**src/rtl/pio_dac_spi_tx.sv**
```systemverilog
// ---------------------------------------------------------------------------
// pio_dac_spi_tx
//
// Serializes the 8-bit Avalon PIO output word to an external SPI DAC whenever
// that word changes. Software updates the DAC with a plain PIO write. This
// block has no bus slave of its own.
//
// Frame format: {CMD, pio word, zero pad up to 12 bits}, 16 bits, MSB first.
// SPI mode 0: SCLK idles low, DIN changes only while SCLK is low, and the DAC
// samples DIN on the rising edge of SCLK.
//
// Parameters
//   DATA_W   width of pio_data (1..12)
//   CLK_DIV  clk cycles per SCLK half-period (>= 1)
//   CS_GAP   clk cycles dac_cs_n stays high after a frame (>= 1)
//   CMD      4-bit DAC command nibble placed in frame[15:12]
//
// Ports
//   clk         in   system clock
//   reset_n     in   asynchronous, active-low reset
//   pio_data    in   parallel word from the PIO out_port
//   enable      in   1 = new frames may start; 0 = no new frame starts
//   dac_cs_n    out  DAC chip select, active low
//   dac_sclk    out  DAC serial clock
//   dac_din     out  DAC serial data
//   busy        out  high from LOAD through the end of HOLD
//   frame_done  out  one-cycle pulse in the cycle dac_cs_n returns high
// ---------------------------------------------------------------------------
module pio_dac_spi_tx #(
  parameter int unsigned DATA_W  = 8,
  parameter int unsigned CLK_DIV = 4,
  parameter int unsigned CS_GAP  = 2,
  parameter logic [3:0]  CMD     = 4'h3
) (
  input  logic              clk,
  input  logic              reset_n,
  input  logic [DATA_W-1:0] pio_data,
  input  logic              enable,
  output logic              dac_cs_n,
  output logic              dac_sclk,
  output logic              dac_din,
  output logic              busy,
  output logic              frame_done
);

  // The divider counter only has to reach CLK_DIV-1. It is sized to hold
  // CLK_DIV so that CLK_DIV=1 still gets a one-bit counter.
  localparam int unsigned DIV_W = $clog2(CLK_DIV + 1);
  localparam int unsigned GAP_W = $clog2(CS_GAP + 1);

  localparam logic [DIV_W-1:0] DIV_LAST = DIV_W'(CLK_DIV - 1);
  localparam logic [GAP_W-1:0] GAP_LAST = GAP_W'(CS_GAP - 1);
  localparam logic [4:0]       BIT_LAST = 5'd15;

  typedef enum logic [1:0] {
    IDLE  = 2'd0,
    LOAD  = 2'd1,
    SHIFT = 2'd2,
    HOLD  = 2'd3
  } state_t;

  state_t            state_q;
  logic [DATA_W-1:0] pio_q;
  logic [DATA_W-1:0] snapshot_q;
  logic              sentValid_q;
  logic [14:0]       shReg_q;
  logic [4:0]        bitCnt_q;
  logic [DIV_W-1:0]  divCnt_q;
  logic [GAP_W-1:0]  gapCnt_q;
  logic              csN_q;
  logic              sclk_q;
  logic              din_q;
  logic              busy_q;
  logic              frameDone_q;

  logic [11:0]       payload_d;
  logic [15:0]       frame_d;
  logic              changed_d;

  // Frame assembly and change detection both work from the registered copy
  // of the PIO word. The payload is left-justified in its 12-bit field, so
  // narrower words get zero padding at the LSB end. The first frame after
  // reset is always sent, because there is no valid snapshot to compare with.
  always_comb begin
    payload_d = 12'(pio_q) << (12 - DATA_W);
    frame_d   = {CMD, payload_d};
    changed_d = !sentValid_q || (pio_q != snapshot_q);
  end

  // Single FSM with registered outputs.
  // In SHIFT, each bit is CLK_DIV cycles with SCLK low followed by CLK_DIV
  // cycles with SCLK high. The next bit goes onto DIN in the same edge that
  // drops SCLK, so DIN is stable for the whole high phase. The MSB is placed
  // on DIN during LOAD, so the shift register only holds bits 14..0.
  // PIO changes that arrive while a frame is in flight are only seen again
  // in IDLE. At that point only the latest value is sent, and intermediate
  // values are lost on purpose.
  always_ff @(posedge clk or negedge reset_n) begin
    if (!reset_n) begin
      state_q     <= IDLE;
      pio_q       <= '0;
      snapshot_q  <= '0;
      sentValid_q <= 1'b0;
      shReg_q     <= '0;
      bitCnt_q    <= '0;
      divCnt_q    <= '0;
      gapCnt_q    <= '0;
      csN_q       <= 1'b1;
      sclk_q      <= 1'b0;
      din_q       <= 1'b0;
      busy_q      <= 1'b0;
      frameDone_q <= 1'b0;
    end else begin
      pio_q       <= pio_data;
      frameDone_q <= 1'b0;

      case (state_q)
        IDLE: begin
          if (enable && changed_d) begin
            state_q <= LOAD;
          end
        end

        LOAD: begin
          snapshot_q  <= pio_q;
          sentValid_q <= 1'b1;
          shReg_q     <= frame_d[14:0];
          din_q       <= frame_d[15];
          csN_q       <= 1'b0;
          sclk_q      <= 1'b0;
          busy_q      <= 1'b1;
          bitCnt_q    <= '0;
          divCnt_q    <= '0;
          state_q     <= SHIFT;
        end

        SHIFT: begin
          if (divCnt_q == DIV_LAST) begin
            divCnt_q <= '0;
            if (!sclk_q) begin
              sclk_q <= 1'b1;
            end else if (bitCnt_q == BIT_LAST) begin
              // The 16th high phase has ended. Close the frame.
              bitCnt_q    <= bitCnt_q + 5'd1;
              sclk_q      <= 1'b0;
              csN_q       <= 1'b1;
              din_q       <= 1'b0;
              frameDone_q <= 1'b1;
              gapCnt_q    <= '0;
              state_q     <= HOLD;
            end else begin
              bitCnt_q <= bitCnt_q + 5'd1;
              sclk_q   <= 1'b0;
              din_q    <= shReg_q[14];
              shReg_q  <= {shReg_q[13:0], 1'b0};
            end
          end else begin
            divCnt_q <= divCnt_q + DIV_W'(1);
          end
        end

        HOLD: begin
          if (gapCnt_q == GAP_LAST) begin
            busy_q  <= 1'b0;
            state_q <= IDLE;
          end else begin
            gapCnt_q <= gapCnt_q + GAP_W'(1);
          end
        end

        default: begin
          state_q <= IDLE;
        end
      endcase
    end
  end

  assign dac_cs_n   = csN_q;
  assign dac_sclk   = sclk_q;
  assign dac_din    = din_q;
  assign busy       = busy_q;
  assign frame_done = frameDone_q;

endmodule

```
**config.mk**
```make
export PLATFORM = sky130hd
export DESIGN_NAME = pio_dac_spi_tx
export DESIGN_NICKNAME = d
export VERILOG_FILES = /design/src/rtl/pio_dac_spi_tx.sv
export SDC_FILE = /design/constraint.sdc
export NUM_CORES = 1
export LEC_CHECK = 0
export ABC_CLOCK_PERIOD_IN_PS = 2700
export BUFFER_PORTS_ARGS = -buffer_cell sky130_fd_sc_hd__buf_2
export CORE_ASPECT_RATIO = 1.2
export CORE_UTILIZATION = 25
export CTS_BUF_LIST = sky130_fd_sc_hd__clkbuf_8
export CTS_CLUSTER_SIZE = 16
export DETAILED_ROUTE_END_ITERATION = 6
export PLACE_DENSITY = 0.47
export SLEW_MARGIN = 20
export SYNTH_ARGS = -nofsm -noshare
export SYNTH_HDL_FRONTEND = slang
export SYNTH_SLANG_ARGS = --single-unit
```
**constraint.sdc**
```tcl
create_clock -name clk -period 2.7 [get_ports clk]
set_input_delay 0.135 -clock clk [delete_from_list [all_inputs] [get_ports clk]]
set_output_delay 0.135 -clock clk [all_outputs]
set_load 0.02 [all_outputs]
```
# Word-level counts from Yosys, hierarchy flattened
# Cells that the tools add are included.
[classes]
add_sub_neg = 3
eq_ne = 14
n_mux = 37
n_reduce_logical = 14
[ops]
columns = ["cell", "count"]
rows = [
  ["15-bit two-way mux", 3],
  ["15-bit one-hot mux with 2 select lines", 1],
  ["2-bit two-way mux", 9],
  ["2-bit inequality test (second input constant)", 7],
  ["1-bit two-way mux", 13],
  ["5-bit two-way mux", 2],
  ["5-bit one-hot mux with 2 select lines", 1],
  ["5-bit AND reduction", 2],
  ["8-bit inequality test", 1],
  ["1-bit one-hot mux with 2 select lines", 4],
  ["2-bit one-hot mux with 4 select lines", 1],
  ["4-bit AND reduction", 2],
  ["3-bit one-hot mux with 2 select lines", 1],
  ["2-bit nonzero test", 3],
  ["5-bit by 1-bit adder with 5-bit output (second input constant)", 1],
  ["5-bit by 4-bit equality test with 1-bit output (second input constant)", 1],
  ["2-bit by 1-bit equality test with 1-bit output (second input constant)", 2],
  ["2-bit equality test (second input constant)", 2],
  ["2-bit one-hot mux with 2 select lines", 1],
  ["2-bit AND reduction", 2],
  ["3-bit by 1-bit adder with 3-bit output (second input constant)", 1],
  ["3-bit by 2-bit equality test with 1-bit output (second input constant)", 1],
  ["3-bit two-way mux", 1],
  ["3-bit AND reduction", 1],
  ["other kinds (5)", 5],
]
[word_totals]
ff_bits = 49
in_bits = 11
out_inout_bits = 5

# Logic depth before layout (Yosys ltp)
[logic_depth]
word_depth = 5
ltp_mapped = 9

# Worst setup path after synthesis
# OpenSTA, ideal clock, no wires.
[synth_path]
kind = "reg2reg"
from = "reg bitCnt_q[0]"
to = "reg state_q[1]"
setup_ns = 0.125
arrival_time_ns = 1.791
slack_ns = 0.783
path_stages_with_launch = 9
n_path_buf = 1
period_less_slack_ns = 1.917
cell_sequence = "dfrtp_1 -> ha_1 -> and3_1 -> ha_1 -> buf_6 -> nand4b_2 -> a222oi_1 -> o31a_2 -> mux2_4"
[synth_via]
elab_chain_cells = 3
[synth_rtl]
columns = ["element", "line_no", "rtl"]
rows = [
  ["start: declaration", "67", "logic [4:0] bitCnt_q;"],
  ["start signal: assignment", "144", "bitCnt_q <= bitCnt_q + 5'd1;"],
  ["start signal: assignment", "152", "bitCnt_q <= bitCnt_q + 5'd1;"],
  ["5-bit by 4-bit equality test with 1-bit output", "142", "end else if (bitCnt_q == BIT_LAST) begin"],
  ["2-bit inequality test (no line)", "-", ""],
  ["5-bit AND reduction (no line)", "-", ""],
  ["end signal: assignment", "134", "state_q <= SHIFT;"],
  ["end signal: assignment", "150", "state_q <= HOLD;"],
  ["end signal: assignment", "165", "state_q <= IDLE;"],
  ["end: declaration", "62", "state_t state_q;"],
]
# No other way between the ends.
# A chain may end at the register's enable or synchronous reset.

# Final worst setup path
# Same ends and word-level chain as after synthesis.

==> flow_metrics.env <==
export IMPL_root_buffer="clkbuf_8"
export IMPL_cp_end_kind="register"
export IMPL_avgViaCountPerCell=4.40
export IMPL_max_slew_margin_pct=61.0
export IMPL_setup_slack_ns=0.558
export IMPL_worstPathCellList="ha_1, and3_1, ha_1, nand4b_2, a222oi_1, o31a_2, mux2_4"
export IMPL_die_height_um=102
export IMPL_hold_violations=0
export IMPL_startpoint_type="register"
export IMPL_cp_required_ns=2.89
export IMPL_drt_iter0_markers=68
export IMPL_syn_cell_area_mm2=0.00208
export IMPL_synthFlopType="dfrtp_1"
export IMPL_async_reset_ff_share_pct=100
export IMPL_cts_tree="done"
export IMPL_yosysTopAreaCell="dfrtp_1"
export IMPL_peakVddDrop_mv=0.200
export IMPL_clk_path_buf_depth=2
export IMPL_synth_distinct_cells=43
export IMPL_critPathMaxStageDelay_ns=0.38
export IMPL_setup_viol=0
export IMPL_synthMuxAreaShare_pct=8.92
export IMPL_synth_fp_nets=197
export IMPL_path_clk_slew_ns=0.09
export IMPL_synth_fa_ha_area_share_pct=5.42
export IMPL_core_area_mm2=0.00811
export IMPL_synth_warnings=0
export IMPL_synth_edff_count=0
export IMPL_insertion_delay_ns=0.30
export IMPL_maxSlewViolCount=0
export IMPL_synth_top_family_by_area="simple AND/OR/NAND/NOR gates"
export IMPL_synth_compound_area_share_pct=10.3
export IMPL_reg2reg_depth=7
export IMPL_grt_setup_unrepaired="no"
export IMPL_ys_seq_elements=45
export IMPL_hpwlAfterDp_um=2540
export IMPL_nets=224
export IMPL_firstDrtPassIters=4
export IMPL_finClkSkew_ns=0.00851
export IMPL_power_density_mw_per_mm2=483
export IMPL_hold_class="primary input to asynchronous set/reset pin"
export IMPL_die_x_um=85.2
export IMPL_max_cap_violations=0
export IMPL_grt_antenna_before_repair=0
export IMPL_numCtsBuffers=5
export IMPL_tightest_slew_ns=0.586
export IMPL_worst_setup_path_type="register to register"
export IMPL_p_leak_nw=1.14
export IMPL_gr_total_overflow=0
export IMPL_synth_area_leaders="dfrtp_1 (53%), ha_1 (5.4%), xnor2_1 (4.6%)"
export IMPL_synth_xor_area_share_pct=4.64
export IMPL_area_delta_synth_final_pct=17.1
export IMPL_synth_simple_gate_area_share_pct=12.6
export IMPL_rows=36
export IMPL_dr_total_vias=1320
export IMPL_r2r_end="state_q[1]$_DFFE_PN0P_"
export IMPL_avgSynthCellArea_um2=11.7
export IMPL_synth_cells=177
export IMPL_reg2reg_from="bitCnt_q[0]$_DFFE_PN0P_"
export IMPL_yosysSeqAreaShare_pct=54.3
export IMPL_crit_top_cell="ha_1"
export IMPL_stdcell_count=300
export IMPL_cp_max_fo=10
export IMPL_initial_core_util_pct=25.6
export IMPL_grt_usage_pct=9.82
export IMPL_period_needed_ns=2.14
export IMPL_place_inst=283
export IMPL_post_cts_buffers=0
export IMPL_crit_slowest_cell="dfrtp_1"
export IMPL_die_area_mm2=0.00867
export IMPL_htreeDepth=2
export IMPL_post_place_ws_ns=0.546
export IMPL_fin_crit_sh_pct=79.3
export IMPL_io_buffers=15
export IMPL_routed_wl_um=3790
export IMPL_clock_sinks=45
export IMPL_setup_tns_ns=0
export IMPL_grt_first_pass_wirelength_um=6590
export IMPL_cp_arrival_ns=2.33
export IMPL_drtAntennaViolNets=0
export IMPL_wl_per_cell_um=12.6
export IMPL_place_gp_congestion=0.712
export IMPL_netlist_area_leader_share_pct=53.0
export IMPL_reg2reg_slack_ns=0.56
export IMPL_grt_pass1_vias=1346
export IMPL_run_status="finished, final reports clean"
export IMPL_drive_above_1_share_pct=22.0
export IMPL_fmax_ghz=0.467
export IMPL_io_pins=16
export IMPL_drc=0
export IMPL_grt_max_degree=46
export IMPL_fillers=842
export IMPL_hold_slack_ns=0.372
export IMPL_num_antenna_cells=0
-- cells in the final DEF (no fill, tap or decap), types with 3 or more instances in the layout --
cell type,n
dfrtp_1,44
a22o_1,7
mux2i_1,8
xnor2_1,11
nor2_1,3
nand3_1,3
inv_1,10
dlygate4sd3_1,9
ha_1,9
buf_2,14
o31ai_1,4
o21ai_0,10
mux2_2,8
nand2_1,21
nand4_1,4
buf_4,4
clkbuf_8,5
-- synth_stat cells, types with 2 or more instances --
cell	instances
nand2b_1	2
inv_1	10
mux2_2	8
clkbuf_1	2
dfrtp_1	44
nand4_1	4
nand3b_1	2
mux2i_1	8
a22o_1	7
ha_1	9
nor2_1	3
nand2_1	21
nand3_1	3
buf_2	2
o31ai_1	4
xnor2_1	11
or2_2	2
o21ai_0	10
-- worst max-delay path by stage --
stage | from | to | slack, ns | depth (start not counted)
after floorplan | bitCnt_q[0]$_DFFE_PN0P_ | state_q[1]$_DFFE_PN0P_ | 0.78 | 8
after global routing | bitCnt_q[0]$_DFFE_PN0P_ | state_q[1]$_DFFE_PN0P_ | 0.39 | 7
after global placement | bitCnt_q[0]$_DFFE_PN0P_ | state_q[1]$_DFFE_PN0P_ | 0.61 | 7
final | bitCnt_q[0]$_DFFE_PN0P_ | state_q[1]$_DFFE_PN0P_ | 0.56 | 7
after CTS | bitCnt_q[0]$_DFFE_PN0P_ | state_q[1]$_DFFE_PN0P_ | 0.54 | 7
after detailed placement | bitCnt_q[0]$_DFFE_PN0P_ | state_q[1]$_DFFE_PN0P_ | 0.55 | 7
-- state kept, by name, summed over array words and instances, names as in the netlist --
signal and flops:
bitCnt_q 5, busy 1, dac_cs_n 1, dac_din 1
dac_sclk 1, divCnt_q 3, frame_done 1, gapCnt_q 2
pio_q 8, sentValid_q 1, shReg_q 11, snapshot_q 8
state_q 2
-- stage by stage --
stage               total power, W  util (%)  instance area (um2)
floorplan                 0.000735         -                 2080
global placement          0.000763      27.8                 2250
detailed placement        0.000764      27.8                 2250
CTS                        0.00120      29.8                 2420
global route               0.00123      30.0                 2430
finish                     0.00117      30.0                 2430
-- cell type report --
cell class | instances | area, um2 | area share [%]
Sequential cell | 45 | 1130 | 46.4
Timing Repair Buffer | 27 | 190 | 7.83
Tap cell | 95 | 119 | 4.89
Clock buffer | 5 | 68.8 | 2.83
Inverter | 10 | 37.5 | 1.54
Clock inverter | 3 | 17.5 | 0.721
Multi-Input combinational cell | 115 | 870 | 35.8
-- power breakdown --
group / internal, W / switching (W) / leakage [nW]
clock network: 0.000179 / 0.000236 / 0.0439
logic: 0.0000299 / 0.0000261 / 0.548
registers: 0.000690 / 0.0000117 / 0.549
total: 0.000899 / 0.000274 / 1.14
-- layer usage --
metal,GRT usage (%),vias up,wire (um)
li1,-,670,-
met1,12.3,625,1880
met3,2.99,6,106
met5,0,-,0
met4,3.91,0,58
met2,15.9,19,1750
-- cell families after synthesis --
group	count (synthesis)
flops	45
xor+xnor	11
fa+ha+maj	9
compound gates	30
mux	17
simple gates	48
buf+inv	17
-- what timing repair did --
action,CTS,global route
hold endpoints to repair,8,44
gates resized for setup,0,0
hold buffers,8,1
-- worst max-delay path: cells and delay by family (launching register included) --
kind	cells	cell delay, ns
flip-flops	1	0.38
AND/OR/NAND/NOR	2	0.31
adder cells (fa/ha/maj)	2	0.50
multiplexers	1	0.30
AO/OA/AOI/OAI	2	0.54
Power figures use the tool's default switching activity.
